## config.mk

```make
export PLATFORM = sky130hd
export DESIGN_NAME = updown_decoder
export DESIGN_NICKNAME = d
export VERILOG_FILES = /design/src/rtl/updown_pkg.sv /design/src/rtl/sat_counter.sv /design/src/rtl/updown_decoder.sv
export SDC_FILE = /design/constraint.sdc
export NUM_CORES = 1
export LEC_CHECK = 0
export CORE_ASPECT_RATIO = 0.7
export CORE_UTILIZATION = 52
export DETAILED_ROUTE_END_ITERATION = 8
export PLACE_DENSITY = 0.8
export SLEW_MARGIN = 20
export SYNTH_ARGS = -nofsm -noshare
export SYNTH_HDL_FRONTEND = slang
export SYNTH_SLANG_ARGS = --single-unit
```

## constraint.sdc

```tcl
create_clock -name clk -period 2.8 [get_ports clk]
set_input_delay 0.28 -clock clk [delete_from_list [all_inputs] [get_ports clk]]
set_output_delay 0.28 -clock clk [all_outputs]
set_load 0.03 [all_outputs]
```

## src/rtl/updown_pkg.sv

```systemverilog
// Shared types and defaults for the up/down counter observer.
package updown_pkg;

    localparam int unsigned DEFAULT_WIDTH = 4;
    localparam int unsigned DEFAULT_EVT_W = 8;

    // Tracking state: INIT holds no reference sample yet.
    typedef enum logic [1:0] {
        INIT  = 2'd0,
        UP    = 2'd1,
        DOWN  = 2'd2,
        STILL = 2'd3
    } state_e;

    // Classification of the modular delta between two consecutive samples.
    typedef enum logic [1:0] {
        CLS_UP   = 2'd0,
        CLS_DN   = 2'd1,
        CLS_HOLD = 2'd2,
        CLS_LOAD = 2'd3
    } step_cls_e;

endpackage

```

## src/rtl/sat_counter.sv

```systemverilog
// Saturating event tally.
//   clk   : rising-edge clock
//   rst   : asynchronous reset, active-low
//   clr   : synchronous clear to zero (wins over inc)
//   inc   : add one this cycle unless already at all-ones
//   value : current tally
module sat_counter #(
    parameter int unsigned EVT_W = 8
) (
    input  logic             clk,
    input  logic             rst,
    input  logic             clr,
    input  logic             inc,
    output logic [EVT_W-1:0] value
);

    localparam logic [EVT_W-1:0] MAX_VAL = '1;
    localparam logic [EVT_W-1:0] ONE     = EVT_W'(1);

    always_ff @(posedge clk or negedge rst) begin
        if (!rst) begin
            value <= '0;
        end else if (clr) begin
            value <= '0;
        end else if (inc && (value != MAX_VAL)) begin
            value <= value + ONE;
        end
    end

endmodule

```

## src/rtl/updown_decoder.sv

```systemverilog
// Reconstructs up/down counter activity from consecutive samples of its
// count bus: step up/down, hold, parallel load and wrap-around, with
// saturating tallies of each step kind.
//   clk, rst (async active-low), clr (sync clear), en (sample valid)
//   count_in   : observed counter value
//   dir        : last inferred direction (1 = up)
//   step_up/step_dn/hold/load_det/wrap : one-cycle event pulses
//   load_val   : value captured at the last inferred load
//   up_cnt/dn_cnt/ld_cnt : saturating event tallies
//   synced     : a reference sample is held
module updown_decoder
    import updown_pkg::*;
#(
    parameter int unsigned WIDTH = DEFAULT_WIDTH,
    parameter int unsigned EVT_W = DEFAULT_EVT_W
) (
    input  logic             clk,
    input  logic             rst,
    input  logic             clr,
    input  logic             en,
    input  logic [WIDTH-1:0] count_in,
    output logic             dir,
    output logic             step_up,
    output logic             step_dn,
    output logic             hold,
    output logic             load_det,
    output logic             wrap,
    output logic [WIDTH-1:0] load_val,
    output logic [EVT_W-1:0] up_cnt,
    output logic [EVT_W-1:0] dn_cnt,
    output logic [EVT_W-1:0] ld_cnt,
    output logic             synced
);

    localparam logic [WIDTH-1:0] MAX_VAL = '1;
    localparam logic [WIDTH-1:0] ONE     = WIDTH'(1);

    state_e           state_q,    state_d;
    logic [WIDTH-1:0] prev_q,     prev_d;
    logic [WIDTH-1:0] load_val_q, load_val_d;
    logic             dir_q,      dir_d;
    logic             synced_q,   synced_d;
    logic             step_up_q,  step_up_d;
    logic             step_dn_q,  step_dn_d;
    logic             hold_q,     hold_d;
    logic             load_det_q, load_det_d;
    logic             wrap_q,     wrap_d;

    logic [WIDTH-1:0] delta_c;
    step_cls_e        cls_c;

    // Modular difference; WIDTH >= 2 keeps +1 and -1 distinct.
    always_comb begin
        delta_c = count_in - prev_q;
        if (delta_c == ONE) begin
            cls_c = CLS_UP;
        end else if (delta_c == MAX_VAL) begin
            cls_c = CLS_DN;
        end else if (delta_c == '0) begin
            cls_c = CLS_HOLD;
        end else begin
            cls_c = CLS_LOAD;
        end
    end

    // State and output registers.
    always_ff @(posedge clk or negedge rst) begin
        if (!rst) begin
            state_q    <= INIT;
            prev_q     <= '0;
            load_val_q <= '0;
            dir_q      <= 1'b0;
            synced_q   <= 1'b0;
            step_up_q  <= 1'b0;
            step_dn_q  <= 1'b0;
            hold_q     <= 1'b0;
            load_det_q <= 1'b0;
            wrap_q     <= 1'b0;
        end else begin
            state_q    <= state_d;
            prev_q     <= prev_d;
            load_val_q <= load_val_d;
            dir_q      <= dir_d;
            synced_q   <= synced_d;
            step_up_q  <= step_up_d;
            step_dn_q  <= step_dn_d;
            hold_q     <= hold_d;
            load_det_q <= load_det_d;
            wrap_q     <= wrap_d;
        end
    end

    // Next-state and next-output logic; clr discards any same-cycle sample.
    always_comb begin
        state_d    = state_q;
        prev_d     = prev_q;
        load_val_d = load_val_q;
        dir_d      = dir_q;
        step_up_d  = 1'b0;
        step_dn_d  = 1'b0;
        hold_d     = 1'b0;
        load_det_d = 1'b0;
        wrap_d     = 1'b0;

        if (clr) begin
            state_d    = INIT;
            load_val_d = '0;
            dir_d      = 1'b0;
        end else if (en) begin
            prev_d = count_in;
            case (state_q)
                INIT: begin
                    state_d = STILL;
                end
                default: begin
                    case (cls_c)
                        CLS_UP: begin
                            state_d   = UP;
                            dir_d     = 1'b1;
                            step_up_d = 1'b1;
                            wrap_d    = (prev_q == MAX_VAL);
                        end
                        CLS_DN: begin
                            state_d   = DOWN;
                            dir_d     = 1'b0;
                            step_dn_d = 1'b1;
                            wrap_d    = (prev_q == '0);
                        end
                        CLS_HOLD: begin
                            state_d = STILL;
                            hold_d  = 1'b1;
                        end
                        default: begin
                            state_d    = STILL;
                            load_det_d = 1'b1;
                            load_val_d = count_in;
                        end
                    endcase
                end
            endcase
        end

        synced_d = (state_d != INIT);
    end

    // Tallies advance on the same edge that registers the matching pulse.
    sat_counter #(.EVT_W(EVT_W)) u_up_cnt (
        .clk   (clk),
        .rst   (rst),
        .clr   (clr),
        .inc   (step_up_d),
        .value (up_cnt)
    );

    sat_counter #(.EVT_W(EVT_W)) u_dn_cnt (
        .clk   (clk),
        .rst   (rst),
        .clr   (clr),
        .inc   (step_dn_d),
        .value (dn_cnt)
    );

    sat_counter #(.EVT_W(EVT_W)) u_ld_cnt (
        .clk   (clk),
        .rst   (rst),
        .clr   (clr),
        .inc   (load_det_d),
        .value (ld_cnt)
    );

    assign dir      = dir_q;
    assign step_up  = step_up_q;
    assign step_dn  = step_dn_q;
    assign hold     = hold_q;
    assign load_det = load_det_q;
    assign wrap     = wrap_q;
    assign load_val = load_val_q;
    assign synced   = synced_q;

endmodule

```

# After elaboration in Yosys (flattened, before gate mapping)
# Cells that the tools add are included.
[totals]
regBits = 41
input_bits = 8
output_inout_bits = 35
wordCells = 86
[classes]
add_sub_neg = 4
n_eq_ne = 10
muxes = 41
bitwise = 1
n_reduce_logical = 17
[ops]
columns = ["operator", "count"]
rows = [
  ["8-bit 2-to-1 mux", 6],
  ["8-bit by 1-bit adder with 8-bit output, second input constant", 3],
  ["8-bit != test, second input constant", 3],
  ["1-bit 2-to-1 mux", 23],
  ["4-bit 2-to-1 mux", 4],
  ["2-bit 2-to-1 mux", 5],
  ["2-bit nonzero test", 5],
  ["4-bit == test, second input constant", 2],
  ["4-bit zero test", 2],
  ["3-bit AND reduction", 2],
  ["4-bit by 1-bit == test with 1-bit output, second input constant", 1],
  ["2-bit zero test", 2],
  ["1-bit case mux with 2 select lines", 2],
  ["2-bit case mux with 2 select lines", 1],
  ["4-bit subtractor", 1],
  ["1-bit logical AND", 3],
  ["3-bit nonzero test", 1],
  ["3-bit OR reduction", 1],
  ["2-bit by 1-bit == test with 1-bit output, second input constant", 1],
  ["2-bit == test, second input constant", 1],
  ["2-bit by 1-bit != test with 1-bit output, second input constant", 1],
  ["2-bit != test, second input constant", 1],
  ["2-bit AND reduction", 1],
  ["1-bit inverter", 1],
]

# Depth between registers and ports, before layout
[logic_depth]
ltp_word = 14
depth_mapped = 11
ltp_nobuf = 9

# Modules after synthesis
# Synthesis repeated with hierarchy kept, for this count alone.
[unflattened]
cells_unflattened = 215
hier_area_um2 = 2170.8
[modules_own_cells]
columns = ["module", "n_inst", "cells_per_inst", "area_each_um2", "seq_area_each_um2"]
rows = [
  ["sat_counter", 3, 49, 464.2, 200.2],
  ["updown_decoder", 1, 68, 778.2, 425.4],
]

# Worst setup path before layout
# No wires, ideal clock.
[synth_path]
kind = "reg-to-reg"
start = "register prev_q[0]"
end = "register u_up_cnt.value[6]"
setup_time_ps = 78
t_arrival_ps = 2301
t_required_ps = 2722
setup_slack_ps = 421
path_stages_with_launch = 9
path_buffers = 0
cell_sequence = "dfrtp_1 > ha_1 > inv_1 > fa_1 > xor2_1 > or2_2 > a2111o_1 > or3_1 > a21oi_1"
[synth_via]
elab_chain_cells = 12
[synth_rtl]
columns = ["item", "line_no", "text"]
rows = [
  ["from (decl)", "updown_decoder.sv:39", "logic [WIDTH-1:0] prev_q, prev_d;"],
  ["from (signal assigned)", "updown_decoder.sv:81", "prev_q <= prev_d;"],
  ["4-bit subtractor (*)", "updown_decoder.sv:54", "delta_c = count_in - prev_q;"],
  ["4-bit zero test", "updown_decoder.sv:59", "end else if (delta_c == '0) begin"],
  ["1-bit 2-to-1 mux", "updown_decoder.sv:59", ""],
  ["2-bit 2-to-1 mux", "updown_decoder.sv:57", "end else if (delta_c == MAX_VAL) begin"],
  ["2-bit 2-to-1 mux (*)", "updown_decoder.sv:55", "if (delta_c == ONE) begin"],
  ["2-bit zero test (*)", "updown_decoder.sv:116", "case (cls_c)"],
  ["1-bit 2-to-1 mux (*)", "updown_decoder.sv:116", ""],
  ["1-bit 2-to-1 mux (*)", "updown_decoder.sv:111", "case (state_q)"],
  ["1-bit 2-to-1 mux (*)", "updown_decoder.sv:109", "end else if (en) begin"],
  ["1-bit 2-to-1 mux (*)", "updown_decoder.sv:105", "if (clr) begin"],
  ["1-bit logical AND (*)", "sat_counter.sv:25", "end else if (inc && (value != MAX_VAL)) begin"],
  ["2-bit nonzero test (no source line) (*)", "-", ""],
  ["to (signal assigned)", "sat_counter.sv:26", "value <= value + ONE;"],
  ["to (decl)", "sat_counter.sv:14", "output logic [EVT_W-1:0] value"],
]
# Mark *: on every way between the ends. The rest lies on a longest branch, timed or not.
# A chain may end at the register's enable or synchronous reset.

# Worst setup path after layout
[layout_path]
start = "input count_in[0]"
end = "register u_up_cnt.value[4]"
[layout_via]
elab_chain_cells = 12
[layout_rtl]
columns = ["item", "line_no", "text"]
rows = [
  ["from (decl)", "updown_decoder.sv:21", "input logic [WIDTH-1:0] count_in,"],
  ["4-bit subtractor (*)", "updown_decoder.sv:54", ""],
  ["4-bit zero test", "updown_decoder.sv:59", ""],
  ["1-bit 2-to-1 mux", "updown_decoder.sv:59", ""],
  ["2-bit 2-to-1 mux", "updown_decoder.sv:57", ""],
  ["2-bit 2-to-1 mux (*)", "updown_decoder.sv:55", ""],
  ["2-bit zero test (*)", "updown_decoder.sv:116", ""],
  ["1-bit 2-to-1 mux (*)", "updown_decoder.sv:116", ""],
  ["1-bit 2-to-1 mux (*)", "updown_decoder.sv:111", ""],
  ["1-bit 2-to-1 mux (*)", "updown_decoder.sv:109", ""],
  ["1-bit 2-to-1 mux (*)", "updown_decoder.sv:105", ""],
  ["1-bit logical AND (*)", "sat_counter.sv:25", ""],
  ["2-bit nonzero test (no source line) (*)", "-", ""],
]
# Marks and branches as above.

==> impl_metrics.py <==
metrics = {
    "clock_network": {
        "postCtsHoldBufs": 0,
        "cts_max_level": 2,
        "cts_tree": "built",
        "cts.sinks": 41,
        "clock_path_buffers": 2,
        "cts-root-buf": "clkbuf_8",
        "cts-buffers-inserted": 5,
        "clk_latency_ns": 0.30,
        "ctsResizeCount": 0,
        "cts.clk_slew.worst_paths_ns": 0.08,
        "post_cts_buffers": 0,
    },
    "global_routing": {
        "antenna_found_initial": 0,
        "grt_usage_pct": 25.33,
        "grt_pass1_vias": 1910,
        "grt_max_degree": 42,
        "grt_first_pass_wirelength_mm": 8.914,
        "overflow": 0,
    },
    "yosys": {
        "synth_edf_count": 0,
        "syn_area_per_cell_um2": 9.666,
        "postSynthNetCount": 248,
        "ys_seq_area_share_pct": 45.56,
        "ys_seq_elements": 41,
        "yosys_warnings": 0,
        "synthFlopType": "dfrtp_1",
        "async_flop_share_pct": 100.0,
        "syn_inst": 233,
        "synth_cell_types": 50,
        "netlist_area_um2": 2252,
    },
    "cells_and_area": {
        "diodes": 0,
        "final_nets": 300,
        "drive_gt1_share_pct": 12.94,
        "fill_cells": 337,
        "fin_cells": 338,
        "areaGrowthSynthToFinish_pct": 28.61,
    },
    "worst_hold_path": {
        "hold_class": "in2async",
    },
    "setup_path": {
        "arrival_ns": 2.84,
        "path_class": "in2reg",
        "cp_slowest_stage_delay_ns": 0.51,
        "cp_common_cell": "inv_1",
        "crit_fanout": 4,
        "cp_slowest_cell": "clkdlybuf4s50_1",
        "cp-startpoint": "count_in[0]",
        "worstReg2RegStart": "prev_q[0]$_DFFE_PN0P_",
        "path_cells": "clkdlybuf4s50_1, inv_1, ha_1, inv_1, fa_1, or2_2, a2111o_1, or4_1, nand2_1",
        "crit_path_start_kind": "input port",
        "cp-end-kind": "flop",
        "required_ns": 3.03,
    },
    "placement": {
        "place_congestion": 0.8076,
        "hpwl_mm": 3.672,
        "place_inst": 330,
        "port_buffers": 42,
    },
    "routing": {
        "wirelength_mm": 5.267,
        "route.detailed.drc": 0,
        "final_antenna_net_count": 0,
        "drt_iter0_drc": 107,
        "via_per_inst": 5.929,
        "wire_per_inst_um": 15.58,
        "drt_pass1_iterations": 4,
        "num_vias": 2004,
    },
    "power_and_ir_drop": {
        "p_int_mw": 1.022,
        "leakage_nw": 1.208,
        "power_switching_mw": 0.4113,
        "vdd_drop_max_v": 0.0003989,
        "pwr-share-comb_pct": 20.5,
        "clock_power_share_pct": 34.8,
        "power_density_nw_per_um2": 495.0,
        "power_frac_seq_pct": 44.7,
        "switching_share_pct": 28.69,
    },
    "sta": {
        "layout_min_cycle_time_ns": 2.605,
        "slew_headroom_pct": 37.91,
        "final.setup_skew_ns": 0.006271,
        "tightest_slew_ns": 0.9314,
        "finalMaxSlewViolations": 0,
        "fin_setup_tns_ns": 0,
        "setup_viol": 0,
        "post-route-period-util_pct": 93.03,
        "fmax_ghz": 0.3839,
        "finalHoldViolCount": 0,
        "rsz0062_at_grt": "no",
    },
    "flow_run": {
        "drv_cap": 0,
    },
    "outcome": {
        "status": "finished, final reports clean",
    },
    "die": {
        "start_util_pct": 55.73,
        "die_x_um": 80.66,
        "num_io_pins": 43,
        "core_area_um2": 4041,
        "rows": 19,
        "die_area_um2": 4602,
        "fp.dieH_um": 57.06,
    },
}
==> placed cells by master, fill, tap and decap left out, types with 2 or more instances in the layout <==
master	count
o41ai_1	3
nand4_1	6
dfrtp_1	41
clkbuf_8	6
ha_1	6
or4_1	4
nor4_1	5
xor2_1	2
or2_2	4
o21ai_1	3
and3_1	3
nand4b_1	2
nor2_1	13
nor2b_1	5
o211ai_1	4
a21oi_1	10
mux2i_1	7
a31oi_1	2
nand2_1	26
buf_4	14
nand3_1	13
o31ai_1	3
o2111ai_1	2
o21ai_0	11
or3_1	3
mux2_2	5
nor3b_1	2
inv_1	7
nor3_1	7
clkdlybuf4s50_1	41
o311ai_0	4
==> layer usage <==
metal / vias up / routed length [um] / track usage, %
met5: - / 0 / 0
met4: 0 / 59 / 7.143
met3: 7 / 292 / 4.960
met2: 65 / 2289 / 38.74
met1: 961 / 2626 / 36.89
li1: 971 / - / -
==> Yosys cell counts, drive strengths merged, types with 6 or more instances <==
library cell / n / area, um2
nor3: 8 / 45.04
nand3: 14 / 75.07
dfrtp: 41 / 1026
ha: 6 / 75.07
o21ai: 14 / 70.06
inv: 7 / 26.28
nand2: 26 / 97.59
mux2i: 7 / 70.07
nand4: 6 / 37.54
nor2: 13 / 48.80
a21oi: 10 / 50.05
clkbuf: 6 / 32.53
==> path summary, 6_finish.rpt <==
kind / end / slack [ns] / cells after the start
setup / recovery: u_up_cnt.value[4]$_DFFE_PN0P_ / 0.20 / 9
hold / removal: prev_q[3]$_DFFE_PN0P_ / 0.12 / 1
setup reg to reg: u_up_cnt.value[4]$_DFFE_PN0P_ / 0.28 / 8
hold reg to reg: load_val[1]$_DFFE_PN0P_ / 0.54 / 2
max in group asynchronous: u_up_cnt.value[3]$_DFFE_PN0P_ / 2.10 / 1
min in group clk: load_val[1]$_DFFE_PN0P_ / 0.54 / 2
==> worst max-delay path: cells and delay by family <==
family / cells / cell delay [ns]
AO/OA/AOI/OAI: 1 / 0.44
adder cells (fa/ha/maj): 2 / 0.65
buffers and inverters: 3 / 0.63
AND/OR/NAND/NOR: 3 / 0.85
==> sequential cells by signal (all words and copies together) (netlist names) <==
| name | count |
|---|---|
| hold | 1 |
| step_dn | 1 |
| load_det | 1 |
| step_up | 1 |
| load_val | 4 |
| state_q | 2 |
| synced | 1 |
| dir | 1 |
| u_up_cnt.value | 8 |
| u_ld_cnt.value | 8 |
| prev_q | 4 |
| wrap | 1 |
| u_dn_cnt.value | 8 |
==> power by group through the flow <==
stage | Clock, mW | Combinational [mW] | Sequential [mW]
finish | 0.499 | 0.294 | 0.641
global route | 0.531 | 0.321 | 0.645
CTS | 0.506 | 0.293 | 0.640
detailed placement | 0 | 0.291 | 0.651
global placement | 0 | 0.285 | 0.651
floorplan | 0 | 0.152 | 0.676
==> kinds of logic after synthesis <==
| logic type | synth area share (%) |
|---|---|
| flops | 45.56 |
| simple gates | 24.11 |
| xor+xnor | 1.889 |
| fa+ha+maj | 4.222 |
| compound gates | 14.89 |
| mux | 5.611 |
| buf+inv | 3.722 |
==> layout make-up <==
cell class | count | area, um2 | area share, %
Multi-Input combinational cell | 174 | 1142 | 39.44
Timing Repair Buffer | 56 | 520.5 | 17.97
Inverter | 7 | 26.28 | 0.9071
Tap cell | 52 | 65.06 | 2.246
Clock inverter | 1 | 30.03 | 1.037
Clock buffer | 7 | 86.33 | 2.981
Sequential cell | 41 | 1026 | 35.42
==> stage by stage <==
stage                     worst slack, ns  hold slack, ns  instance area (um2)  power, mW  util, %
after detailed placement          -0.1116          0.4691                 2780     0.9427    68.79
after floorplan                    0.4208        -0.01559                 2252     0.8283        -
final                              0.1953          0.1160                 2897      1.434    71.67
after CTS                          0.2093          0.1435                 2897      1.439    71.67
after global placement           -0.02552          0.4692                 2780     0.9354    68.79
after global routing              0.01951          0.1847                 2897      1.496    71.67
Note: power is estimated with default switching activity, not from simulation.
